$ cat config.mk
export PLATFORM = sky130hd
export DESIGN_NAME = mean_std_ctrl
export DESIGN_NICKNAME = d
export VERILOG_FILES = /design/src/rtl/mean_std_ctrl.sv
export SDC_FILE = /design/constraint.sdc
export NUM_CORES = 1
export LEC_CHECK = 0
export ABC_AREA = 1
export BUFFER_PORTS_ARGS = -buffer_cell sky130_fd_sc_hd__buf_4
export CAP_MARGIN = 10
export CORE_ASPECT_RATIO = 0.9
export CORE_UTILIZATION = 41
export DETAILED_ROUTE_END_ITERATION = 10
export MAX_ROUTING_LAYER = met4
export PLACE_DENSITY = 0.66
export SYNTH_ARGS = -nofsm -noshare
export SYNTH_HDL_FRONTEND = slang
export SYNTH_SLANG_ARGS = --single-unit
$ cat constraint.sdc
create_clock -name clk -period 2.8 [get_ports clk]
set_clock_uncertainty 0.2 [all_clocks]
set_input_delay 0.28 -clock clk [delete_from_list [all_inputs] [get_ports clk]]
set_output_delay 0.28 -clock clk [all_outputs]
set_load 0.05 [all_outputs]
$ cat src/rtl/mean_std_ctrl.sv
// -----------------------------------------------------------------------------
// mean_std_ctrl
//
// Frame sequencer for the mean_std statistics datapath. It collects one mel
// frame from a serial coefficient stream into a frame buffer. It then presents
// the frozen buffer to mean_std with a one-cycle start pulse, captures the
// returned mean/std pair, and offers it downstream on a ready/valid slot.
// Frames whose coef_last marker is in the wrong position are reported on
// frame_err, and the sequencer resynchronises to the stream.
//
// Handshake rule used on both the coefficient and the result side:
//   a transfer happens on a rising clk edge where valid && ready are both
//   high. valid does not depend on ready. The sender holds its payload
//   stable while valid is high and ready is low.
//
// Ports
//   clk, rst_n     clock (rising edge), asynchronous active-low reset
//   coef_valid     coefficient beat valid
//   coef_data      coefficient value
//   coef_last      final beat of a frame
//   coef_ready     controller accepts a beat (FILL / DROP)
//   ms_valid_in    start pulse to mean_std
//   ms_data        frame buffer, element i at [i*MSIN_DATA_WIDTH +: MSIN_DATA_WIDTH]
//   ms_valid_out   mean_std result valid
//   ms_mean/ms_std mean_std result
//   res_valid      result slot occupied
//   res_ready      downstream accepts the result
//   res_mean/res_std captured result
//   frame_err      one-cycle pulse after a malformed frame's offending beat
//   frame_cnt      number of delivered results, wraps at 16 bits
//   state_dbg      current sequencer state (FILL=0, DROP=1, FIRE=2, WAIT=3)
// -----------------------------------------------------------------------------
module mean_std_ctrl #(
  parameter int MSIN_DATA_WIDTH = 16,
  parameter int MS_ARRAY_WIDTH  = 20,
  parameter int NN_DATA_WIDTH   = 16
) (
  input  logic                                      clk,
  input  logic                                      rst_n,
  input  logic                                      coef_valid,
  input  logic [MSIN_DATA_WIDTH-1:0]                coef_data,
  input  logic                                      coef_last,
  output logic                                      coef_ready,
  output logic                                      ms_valid_in,
  output logic [MSIN_DATA_WIDTH*MS_ARRAY_WIDTH-1:0] ms_data,
  input  logic                                      ms_valid_out,
  input  logic [NN_DATA_WIDTH-1:0]                  ms_mean,
  input  logic [NN_DATA_WIDTH-1:0]                  ms_std,
  output logic                                      res_valid,
  input  logic                                      res_ready,
  output logic [NN_DATA_WIDTH-1:0]                  res_mean,
  output logic [NN_DATA_WIDTH-1:0]                  res_std,
  output logic                                      frame_err,
  output logic [15:0]                               frame_cnt,
  output logic [1:0]                                state_dbg
);

  localparam int IW = $clog2(MS_ARRAY_WIDTH);
  localparam logic [IW-1:0] LAST_IDX = IW'(MS_ARRAY_WIDTH - 1);

  typedef enum logic [1:0] {
    S_FILL = 2'd0,
    S_DROP = 2'd1,
    S_FIRE = 2'd2,
    S_WAIT = 2'd3
  } state_t;

  state_t                     state_q;
  state_t                     state_d;
  logic [IW-1:0]              idx_q;
  logic [MSIN_DATA_WIDTH-1:0] buf_q [MS_ARRAY_WIDTH];
  logic [15:0]                frame_cnt_q;

  // Decoded controls (output process)
  logic accept;       // beat transferred this edge
  logic fill_accept;  // beat transferred while filling
  logic idx_at_last;  // write pointer on the last buffer slot
  logic slot_free;    // result slot empty or being drained this cycle
  logic capture;      // mean_std result latched this edge
  logic res_hs;       // result transferred downstream this edge

  // ---------------------------------------------------------------------------
  // State register
  // ---------------------------------------------------------------------------
  always_ff @(posedge clk or negedge rst_n) begin
    if (!rst_n) begin
      state_q <= S_FILL;
    end else begin
      state_q <= state_d;
    end
  end

  // ---------------------------------------------------------------------------
  // Next-state logic
  // ---------------------------------------------------------------------------
  always_comb begin
    state_d = state_q;
    case (state_q)
      S_FILL: begin
        if (accept && idx_at_last) begin
          // Last slot: either a well-formed end of frame, or a frame that is
          // missing its marker and must be skipped up to the next marker.
          state_d = coef_last ? S_FIRE : S_DROP;
        end
      end
      S_DROP: begin
        if (accept && coef_last) begin
          state_d = S_FILL;
        end
      end
      S_FIRE: begin
        if (ms_valid_in) begin
          state_d = S_WAIT;
        end
      end
      S_WAIT: begin
        if (ms_valid_out) begin
          state_d = S_FILL;
        end
      end
      default: state_d = S_FILL;
    endcase
  end

  // ---------------------------------------------------------------------------
  // Output / control decode
  // ---------------------------------------------------------------------------
  always_comb begin
    coef_ready  = (state_q == S_FILL) || (state_q == S_DROP);
    accept      = coef_valid && coef_ready;
    fill_accept = accept && (state_q == S_FILL);
    idx_at_last = (idx_q == LAST_IDX);
    // The slot frees up in the same cycle that downstream drains it, so a
    // parked frame can launch without an extra bubble.
    slot_free   = !res_valid || res_ready;
    ms_valid_in = (state_q == S_FIRE) && slot_free;
    capture     = (state_q == S_WAIT) && ms_valid_out;
    res_hs      = res_valid && res_ready;
    state_dbg   = state_q;
  end

  // ---------------------------------------------------------------------------
  // Write index, frame buffer and error pulse
  // ---------------------------------------------------------------------------
  always_ff @(posedge clk or negedge rst_n) begin
    if (!rst_n) begin
      idx_q     <= '0;
      frame_err <= 1'b0;
    end else begin
      // A frame is malformed when the marker and the last slot disagree.
      frame_err <= fill_accept && (coef_last != idx_at_last);
      if (fill_accept) begin
        if (coef_last || idx_at_last) begin
          idx_q <= '0;
        end else begin
          idx_q <= idx_q + IW'(1);
        end
      end
    end
  end

  // Beats of a discarded frame are written too. They are don't-care and are
  // overwritten by the next frame before it is launched.
  always_ff @(posedge clk or negedge rst_n) begin
    if (!rst_n) begin
      for (int i = 0; i < MS_ARRAY_WIDTH; i++) begin
        buf_q[i] <= '0;
      end
    end else if (fill_accept) begin
      buf_q[idx_q] <= coef_data;
    end
  end

  always_comb begin
    ms_data = '0;
    for (int i = 0; i < MS_ARRAY_WIDTH; i++) begin
      ms_data[i*MSIN_DATA_WIDTH +: MSIN_DATA_WIDTH] = buf_q[i];
    end
  end

  // ---------------------------------------------------------------------------
  // Result slot and delivered-frame counter
  // ---------------------------------------------------------------------------
  always_ff @(posedge clk or negedge rst_n) begin
    if (!rst_n) begin
      res_valid   <= 1'b0;
      res_mean    <= '0;
      res_std     <= '0;
      frame_cnt_q <= '0;
    end else begin
      if (capture) begin
        res_valid <= 1'b1;
        res_mean  <= ms_mean;
        res_std   <= ms_std;
      end else if (res_hs) begin
        res_valid <= 1'b0;
      end
      if (res_hs) begin
        frame_cnt_q <= frame_cnt_q + 16'd1;
      end
    end
  end

  assign frame_cnt = frame_cnt_q;

endmodule

Yosys cells after proc, flatten, opt, wreduce, memory -nomap -nowiden
Cells that the tools add are included.

Latch bits: 0. Memory bits (writable): 0. Input bits: 54. Word-level logic and storage cells: 69. Memories: 0. Register bits: 377. Output and inout port bits: 374. Bits in read-only memories: 0.

Divide/modulo/power cells: 0. Reduce and logical (&&, ||, !) cells: 16. Order comparisons: 2. Equal/unequal tests: 9. Shift operators: 0. Multiplexer cells: 12. Add/sub/neg operators: 2. $mul: 0. Bitwise gates (word level): 1.

Operator list (count): bitwise mux 320 bit (1); demux 16 bit (select 5 bit) (1); adder 16 x 1 -> 16 bit (second input constant) (1); 2-to-1 mux 16 bit (1); 2-to-1 mux 2 bit (5); logical AND 1 bit (9); inequality test 2 bit (second input constant) (4); case mux 2 bit (4 select lines) (1); >= comparator 6 bit (second input constant) (1); < comparator 6 x 1 -> 1 bit (second input constant) (1); NOT 5 -> 6 bit (1); adder 5 x 1 -> 5 bit (second input constant) (1); == test 5 bit (second input constant) (1); 2-to-1 mux 5 bit (1); == test 2 bit (second input constant) (2); AND reduction 4 bit (1); logical OR 1 bit (3); == test 2 x 1 -> 1 bit (second input constant) (1); logical NOT 2 bit (1); 2-to-1 mux 1 bit (2); nonzero test 2 bit (1); logical NOT 1 bit (1); inequality test 1 bit (1).

Longest topological paths before layout
Gate-level depths: netlist (run 1).

Word-level depth: 6. Gate-level depth with buffers: 10. Gate-level depth less buffers: 9.

Worst setup path before layout (run 1)
No wires, ideal clock.

Path type: register to output. Start point: reg state_q[1], in the netlist state_dbg[1]. End point: out ms_valid_in. Slack: 0.418 ns. Data required time: 2.320 ns. Cell stages (with the launch flop): 4. Arrival: 1.902 ns. Path through: dfrtp_1 -> inv_2 -> or2_1 -> nor2_1.

Cells in the longest elaborated chain, start to end: 2.

RTL lines: start, declared (RTL line 68) `state_t state_q;`; start signal, assigned (RTL line 89) `state_q <= state_d;`; == test 2 bit (RTL line 136) `ms_valid_in = (state_q == S_FIRE) && slot_free;`; logical AND 1 bit (RTL line 136); end, declared (RTL line 44) `output logic ms_valid_in,`.

No other way between the ends.

Worst setup path after layout (run 1)
Start point: reg idx_q[2]. End point: reg state_q[0], in the netlist state_dbg[0].

Cells in the longest elaborated chain, start to end: 4.

RTL lines: start, declared (RTL line 70) `logic [IW-1:0] idx_q;`; start signal, assigned (RTL line 156) `idx_q <= idx_q + IW'(1);`; == test 5 bit (RTL line 132) `idx_at_last = (idx_q == LAST_IDX);`; logical AND 1 bit (RTL line 100) `if (accept && idx_at_last) begin`; inequality test 2 bit (no source line); AND reduction 4 bit (no source line).

No other way between the ends. A chain may end at the register's enable or synchronous reset.

==> run_summary.xml, run 1 <==
<?xml version="1.0" encoding="UTF-8"?>
<metrics>
  <group name="route">
    <metric name="detail_route.iter0.violations" unit="">633</metric>
    <metric name="postRouteWirelength" unit="um">43500</metric>
    <metric name="route.vias.total" unit="">11200</metric>
    <metric name="final_antenna_net_count" unit="">0</metric>
    <metric name="drc_errors" unit="">0</metric>
    <metric name="drt-vias-per-instance" unit="">5.04</metric>
    <metric name="first_pass_iters" unit="">5</metric>
    <metric name="routed_wire_length_per_instance" unit="um">19.5</metric>
  </group>
  <group name="placed_design">
    <metric name="gp_congestion" unit="">0.831</metric>
    <metric name="port-buffer-count" unit="">427</metric>
    <metric name="hpwlAfterDp" unit="um">28900</metric>
  </group>
  <group name="final_layout">
    <metric name="nNetsFinal" unit="">1840</metric>
    <metric name="final_antenna_diode_count" unit="">0</metric>
    <metric name="final_layout_size_suffix_gt1_share" unit="%">31.0</metric>
    <metric name="flow.area_growth_from_synthesis" unit="%">40.1</metric>
  </group>
  <group name="die">
    <metric name="die-area" unit="sq um">34600</metric>
    <metric name="core" unit="sq um">33100</metric>
    <metric name="die-height" unit="um">177</metric>
    <metric name="core.rowCount" unit="">63</metric>
    <metric name="ioPinCount" unit="">428</metric>
    <metric name="floorplan.initialDensity" unit="%">41.9</metric>
    <metric name="dieWidth" unit="um">196</metric>
  </group>
  <group name="job">
    <metric name="maxCapViolCount" unit="">0</metric>
  </group>
  <group name="critical_path">
    <metric name="worst_ep_required_time" unit="ns">3.06</metric>
    <metric name="critPathMostFrequentCell" unit="">nand2_1</metric>
    <metric name="cp.buffers_inverters" unit="">3</metric>
    <metric name="timing_worst_setup_path_type" unit="">reg2reg</metric>
    <metric name="endpoint_kind" unit="">flip-flop</metric>
    <metric name="critical-path-top-delay-family" unit="">buffers and inverters</metric>
    <metric name="worstPathCellList" unit="">inv_2, nand3_1, nor2_1, nand2_1, nand2_1, nand3_1, dlygate4sd3_1, nand2_1, dlygate4sd3_1</metric>
    <metric name="timing.critical_path.from_type" unit="">flip-flop</metric>
    <metric name="slowest_stage" unit="">dlygate4sd3_1</metric>
    <metric name="worst_ep_arrival_time" unit="ns">2.88</metric>
    <metric name="crit_path_max_incr_delay" unit="ns">0.57</metric>
    <metric name="critical_path_peak_fanout" unit="">6</metric>
  </group>
  <group name="logic_synthesis">
    <metric name="postSynthAreaPerCell" unit="sq um">10.5</metric>
    <metric name="syn_area" unit="sq um">13900</metric>
    <metric name="dominantRegCellSynth" unit="">dfrtp_1</metric>
    <metric name="synth_area_leaders" unit="">dfrtp_1 (68%), a21oi_1 (9.9%), nor2_1 (8.3%)</metric>
    <metric name="synth_most_common_cell" unit="">dfrtp_1</metric>
    <metric name="ys_ff_latch" unit="">377</metric>
    <metric name="post-synth-top-area-cell" unit="">dfrtp_1</metric>
    <metric name="synth_cell_type_count" unit="">27</metric>
    <metric name="synth_commonest_cells" unit="">dfrtp_1 (377), nor2_1 (306), a21oi_1 (276)</metric>
    <metric name="yosys.area.top_type_share" unit="%">67.9</metric>
    <metric name="postSynthCellCount" unit="">1328</metric>
    <metric name="net_count_of_the_mapped_netlist" unit="">1388</metric>
    <metric name="synth_enable_flop_cells" unit="">0</metric>
    <metric name="synth_async_sr_flop_share" unit="%">100</metric>
    <metric name="synthesis.yosys.warnings" unit="">0</metric>
    <metric name="synth_seq_area_share" unit="%">67.9</metric>
  </group>
  <group name="clock_network">
    <metric name="tritoncts" unit="">yes</metric>
    <metric name="clock_tree.buffer_depth" unit="">3</metric>
    <metric name="cts-buffers-inserted" unit="">39</metric>
    <metric name="cts_post_setup_buffers_inserted" unit="">0</metric>
    <metric name="clock-sinks" unit="">377</metric>
    <metric name="clock_tree.htree_level_count" unit="">2</metric>
    <metric name="worstSkewPairLatency" unit="ns">0.52</metric>
    <metric name="clkTransAtPathRegs" unit="ns">0.06</metric>
    <metric name="root_buffer" unit="">clkbuf_16</metric>
  </group>
  <group name="power">
    <metric name="powerDensity" unit="nW/um^2">1460</metric>
    <metric name="post-layout-total-power" unit="W">0.0283</metric>
    <metric name="power.static_leakage" unit="nW">9.86</metric>
    <metric name="vdd.ir_drop.worst" unit="uV">944</metric>
  </group>
  <group name="global_routing">
    <metric name="grt_pass1_wl" unit="um">66700</metric>
    <metric name="grt_usage" unit="%">26.2</metric>
    <metric name="antenna_found_initial" unit="">0</metric>
    <metric name="grt-ovfl-total" unit="">0</metric>
    <metric name="vias_in_the_first_global_route" unit="">11100</metric>
    <metric name="grt_max_degree" unit="">67</metric>
  </group>
  <group name="min_path">
    <metric name="min_delay_worst_type" unit="">in2reg</metric>
  </group>
  <group name="sta">
    <metric name="max_slew_margin" unit="%">24.7</metric>
    <metric name="setup-violations-final" unit="">0</metric>
    <metric name="worst_pin_slew" unit="ns">1.13</metric>
    <metric name="max_freq" unit="MHz">382</metric>
    <metric name="rsz0062_at_grt" unit="">no</metric>
    <metric name="final_hold_vio_count" unit="">0</metric>
    <metric name="period_share" unit="%">93.5</metric>
    <metric name="setup_total_negative_slack" unit="ns">0</metric>
    <metric name="post-route-min-period" unit="ns">2.62</metric>
    <metric name="slew_viol_final" unit="">0</metric>
  </group>
  <group name="run_status">
    <metric name="outcome" unit="">finished, final reports clean</metric>
  </group>
</metrics>
[worst reg2reg max path, delay by kind of cell, from the launching register on]
kind / cells / cell delay (ns)
DFF: 1 / 0.44
buffers and inverters: 3 / 1.22
and+or+nand+nor: 6 / 0.69
[metal layers]
metal | part of all wire [%] | vias to the layer above | GRT usage, % | wire (um)
met3 | 8.6 | 91 | 7.45 | 3740
met5 | 0 | - | - | 0
li1 | - | 5257 | - | -
met1 | 42 | 5461 | 33.9 | 18400
met2 | 46 | 435 | 39.8 | 19900
met4 | 3.3 | 0 | 8.79 | 1440
[layout make-up]
type                    count  area, sq um
flip-flops and latches    377         9430
well taps                 422          528
clock inverters            14          264
inverters                  40          150
multi-input cells         812         3910
repair buffers            510         4000
clock buffers              57         1170
fillers                  2858        13700
[cells in the final DEF (no fill, tap or decap), drive strengths merged, types with 7 or more instances in the layout]
cell         instances
nand3               20
dfrtp              377
buf                471
clkbuf              57
nand2               91
inv                 42
dlygate4sd3         39
nor2               311
bufinv               7
o21ai               52
a21oi              276
mux2                33
[state kept, by name (all words and copies together), names as in the netlist]
register and count:
frame_cnt 16, frame_err 1, idx_q 5, ms_data 320
res_mean 16, res_std 16, res_valid 1, state_dbg 2
[worst paths after layout]
| path | cells after the start | startpoint | slack (ns) | end |
|---|---|---|---|---|
| worst max-delay path | 9 | idx_q[2] | 0.18 | state_dbg[0] |
| worst min-delay path | 4 | coef_data[11] | 0.08 | ms_data[91] |
| worst max register to register | 9 | idx_q[2] | 0.18 | state_dbg[0] |
| worst min register to register | 2 | ms_data[243] | 0.29 | ms_data[243] |
| max in group asynchronous | 3 | rst_n | 1.54 | ms_data[283] |
| min in group asynchronous | 2 | rst_n | 0.11 | ms_data[45] |
[what timing repair did]
action	CTS	global route
hold buffers	39	0
resized for setup	0	0
hold endpoints to repair	369	0
[kinds of logic after synthesis]
kind of cell             after synthesis  share of synthesized area (%)
flip-flops                           377                           67.9
AND/OR/NAND/NOR                      436                           12.3
adder cells (fa/ha/maj)                6                          0.541
AO/OA/AOI/OAI                        330                           11.9
XOR/XNOR                               7                          0.442
multiplexers                          33                           2.68
buffers and inverters                139                           4.16
[where the power goes]
group	total (W)	switching, W	internal, W
Sequential	0.00878	0.00129	0.00750
Clock	0.00573	0.00216	0.00357
Combinational	0.0138	0.0100	0.00382
Total	0.0283	0.0135	0.0149
[through the flow]
step	hold slack, ns	std cells	setup slack (ns)	cell area, sq um	utilization [%]
after global routing	0.0772	2232	0.0646	19500	58.8
after floorplan	-0.216	1328	0.418	13900	-
after global placement	0.0660	2122	0.530	17600	53.2
after CTS	0.0591	2232	0.214	19500	58.8
final	0.0837	2232	0.182	19500	58.8
after detailed placement	0.0624	2122	0.453	17600	53.2
(Power assumes the default switching activity.)
==> inputs of run 2 (changes only) <==
- BUFFER_PORTS_ARGS: -buffer_cell sky130_fd_sc_hd__buf_4 -> -buffer_cell sky130_fd_sc_hd__buf_2
- CTS_CLUSTER_DIAMETER: default -> 200
- SETUP_SLACK_MARGIN: default -> 0.02
==> run_summary.xml, run 2 (same netlist as run 1, synthesis figures left out) <==
<?xml version="1.0" encoding="UTF-8"?>
<metrics>
  <group name="critical_path">
    <metric name="critical_path_peak_fanout" unit="">6</metric>
    <metric name="cp.depth" unit="">9</metric>
    <metric name="critPathLaunch" unit="">idx_q[2]</metric>
    <metric name="endpoint_kind" unit="">flip-flop</metric>
    <metric name="worst_ep_required_time" unit="ns">3.06</metric>
    <metric name="slowest_stage" unit="">dlygate4sd3_1</metric>
    <metric name="critPathMostFrequentCell" unit="">nand2_1</metric>
    <metric name="cp.buffers_inverters" unit="">3</metric>
    <metric name="crit_path_max_incr_delay" unit="ns">0.57</metric>
    <metric name="timing.critical_path.from_type" unit="">flip-flop</metric>
    <metric name="worstPathCellList" unit="">inv_2, nand3_1, nor2_2, nand2_1, nand2_1, nand3_1, dlygate4sd3_1, nand2_1, dlygate4sd3_1</metric>
    <metric name="timing_worst_setup_path_type" unit="">reg2reg</metric>
    <metric name="r2r.worst_path.cells" unit="">9</metric>
    <metric name="critical-path-top-delay-family" unit="">buffers and inverters</metric>
    <metric name="rr_startpoint" unit="">idx_q[2]</metric>
    <metric name="worst_ep_arrival_time" unit="ns">2.89</metric>
  </group>
  <group name="clock_network">
    <metric name="clkTransAtPathRegs" unit="ns">0.06</metric>
    <metric name="worstSkewPairLatency" unit="ns">0.53</metric>
    <metric name="clock_tree.htree_level_count" unit="">2</metric>
    <metric name="cts-buffers-inserted" unit="">39</metric>
    <metric name="clock-sinks" unit="">377</metric>
    <metric name="clock_tree.buffer_depth" unit="">3</metric>
    <metric name="tritoncts" unit="">yes</metric>
    <metric name="root_buffer" unit="">clkbuf_16</metric>
  </group>
  <group name="final_layout">
    <metric name="nNetsFinal" unit="">1845</metric>
    <metric name="layout.cells.most_common" unit="">buf_2</metric>
    <metric name="final_layout_size_suffix_gt1_share" unit="%">30.9</metric>
    <metric name="flow.area_growth_from_synthesis" unit="%">31.2</metric>
    <metric name="multi_input_comb_area" unit="sq um">3910</metric>
    <metric name="final_cell_mix" unit="">buf_2 (426), dfrtp_1 (377), nor2_1 (294)</metric>
    <metric name="final_antenna_diode_count" unit="">0</metric>
    <metric name="num-fill-cells" unit="">2934</metric>
    <metric name="layout.area.seq" unit="sq um">9430</metric>
    <metric name="flip_flop_count_of_the_largest_register_all_copies_and_words_added" unit="">320</metric>
  </group>
  <group name="die">
    <metric name="die-area" unit="sq um">34600</metric>
    <metric name="floorplan.initialDensity" unit="%">41.9</metric>
    <metric name="dieWidth" unit="um">196</metric>
    <metric name="core" unit="sq um">33100</metric>
    <metric name="die-height" unit="um">177</metric>
    <metric name="core.rowCount" unit="">63</metric>
    <metric name="ioPinCount" unit="">428</metric>
  </group>
  <group name="power">
    <metric name="net-switching-power" unit="W">0.0133</metric>
    <metric name="vdd.ir_drop.worst" unit="uV">997</metric>
    <metric name="powerDensity" unit="nW/um^2">1440</metric>
    <metric name="pwr-share-comb" unit="%">47.9</metric>
    <metric name="power.clock.fraction" unit="%">19.1</metric>
    <metric name="power.share.switching" unit="%">50.4</metric>
    <metric name="share_seq_of_total_power" unit="%">33.0</metric>
    <metric name="power.static_leakage" unit="nW">9.63</metric>
    <metric name="cellInternalPower" unit="W">0.0130</metric>
    <metric name="post-layout-total-power" unit="W">0.0263</metric>
  </group>
  <group name="sta">
    <metric name="worst_pin_slew" unit="ns">1.11</metric>
    <metric name="final.hold.worst_slack" unit="ns">0.0777</metric>
    <metric name="period_share" unit="%">93.8</metric>
    <metric name="layout_setup_ws" unit="ns">0.172</metric>
    <metric name="post-route-min-period" unit="ns">2.63</metric>
    <metric name="setup_total_negative_slack" unit="ns">0</metric>
    <metric name="setup-violations-final" unit="">0</metric>
    <metric name="max_freq" unit="MHz">381</metric>
    <metric name="rsz0062_at_grt" unit="">no</metric>
    <metric name="slew_viol_final" unit="">0</metric>
    <metric name="max_slew_margin" unit="%">26.3</metric>
    <metric name="final_hold_vio_count" unit="">0</metric>
  </group>
  <group name="global_routing">
    <metric name="grt-ovfl-total" unit="">0</metric>
    <metric name="grt_max_degree" unit="">78</metric>
    <metric name="grt_usage" unit="%">25.6</metric>
    <metric name="antenna_found_initial" unit="">0</metric>
    <metric name="grt_pass1_wl" unit="um">65100</metric>
    <metric name="vias_in_the_first_global_route" unit="">11000</metric>
  </group>
  <group name="route">
    <metric name="routed_wire_length_per_instance" unit="um">19.3</metric>
    <metric name="first_pass_iters" unit="">5</metric>
    <metric name="postRouteWirelength" unit="um">43100</metric>
    <metric name="drc_errors" unit="">0</metric>
    <metric name="drt-vias-per-instance" unit="">5.02</metric>
    <metric name="detail_route.iter0.violations" unit="">572</metric>
    <metric name="final_antenna_net_count" unit="">0</metric>
    <metric name="route.vias.total" unit="">11200</metric>
  </group>
  <group name="min_path">
    <metric name="min_delay_worst_type" unit="">in2reg</metric>
    <metric name="hold_path_depth" unit="">4</metric>
    <metric name="holdCritStartpoint" unit="">coef_data[9]</metric>
  </group>
  <group name="placed_design">
    <metric name="port-buffer-count" unit="">427</metric>
    <metric name="gp_congestion" unit="">0.847</metric>
    <metric name="detailedPlace.worstSlack" unit="ns">0.485</metric>
    <metric name="hpwlAfterDp" unit="um">28500</metric>
  </group>
  <group name="job">
    <metric name="maxCapViolCount" unit="">0</metric>
  </group>
  <group name="run_status">
    <metric name="outcome" unit="">finished, final reports clean</metric>
  </group>
</metrics>
==> run 2: changes by cell type in the layout (fill, tap and decap cells not counted), sizes merged <==
| cell | change |
|---|---|
| inv | -1 |
| clkinv | +1 |
| buf | +5 |
| clkinvlp | +1 |
| bufinv | -6 |
==> run 2: layout make-up <==
type / count / share of cell area [%]
sequential: 377 / 51.8
multi-input combinational: 812 / 21.5
timing repair buffer: 515 / 16.3
clock buffer: 57 / 6.28
tap: 422 / 2.90
inverter: 40 / 0.824
clock inverter: 9 / 0.481
==> run 2: what timing repair did <==
item,in CTS,in global routing
endpoints found under the hold margin,105,0
hold buffers,39,0
setup endpoints to repair,0,1
setup buffers,0,0
resized for setup,0,1
==> run 2: metrics by stage <==
| step | cells | utilization, % | instance area (sq um) |
|---|---|---|---|
| after global placement | 2127 | 50.1 | 16600 |
| after global routing | 2232 | 55.0 | 18200 |
| after CTS | 2232 | 55.0 | 18200 |
| after floorplan | 1328 | - | 13900 |
| after detailed placement | 2127 | 50.1 | 16600 |
| final | 2232 | 55.0 | 18200 |
==> run 2: power groups by stage <==
stage / combinational (W) / clock (W) / sequential (W)
after floorplan: 0.00213 / 0 / 0.0158
after global placement: 0.0124 / 0 / 0.00860
after detailed placement: 0.0126 / 0 / 0.00868
after CTS: 0.0126 / 0.00511 / 0.00864
after global routing: 0.0132 / 0.00531 / 0.00892
final: 0.0126 / 0.00502 / 0.00866
==> run 2: final timing paths <==
check | end | slack (ns)
max | state_dbg[0] | 0.17
min | ms_data[73] | 0.08
max reg2reg | state_dbg[0] | 0.17
min reg2reg | ms_data[241] | 0.28
max in group asynchronous | ms_data[140] | 1.36
min in group asynchronous | ms_data[47] | 0.16
==> run 2: worst reg2reg max path: cells and delay by family, from the launching register on <==
family	cells	cell delay [ns]
buffers and inverters	3	1.23
and+or+nand+nor	6	0.71
DFF	1	0.44
==> run 2: layer usage <==
metal  wire (um)  vias to the layer above  track usage [%]  share of wire (%)
li1            -                     5253                -                  -
met1       18300                     5466             32.9                 42
met2       20300                      421             40.0                 47
met3        3580                       71             6.97                8.3
met4        1000                        0             7.16                2.3
met5           0                        -                -                  0
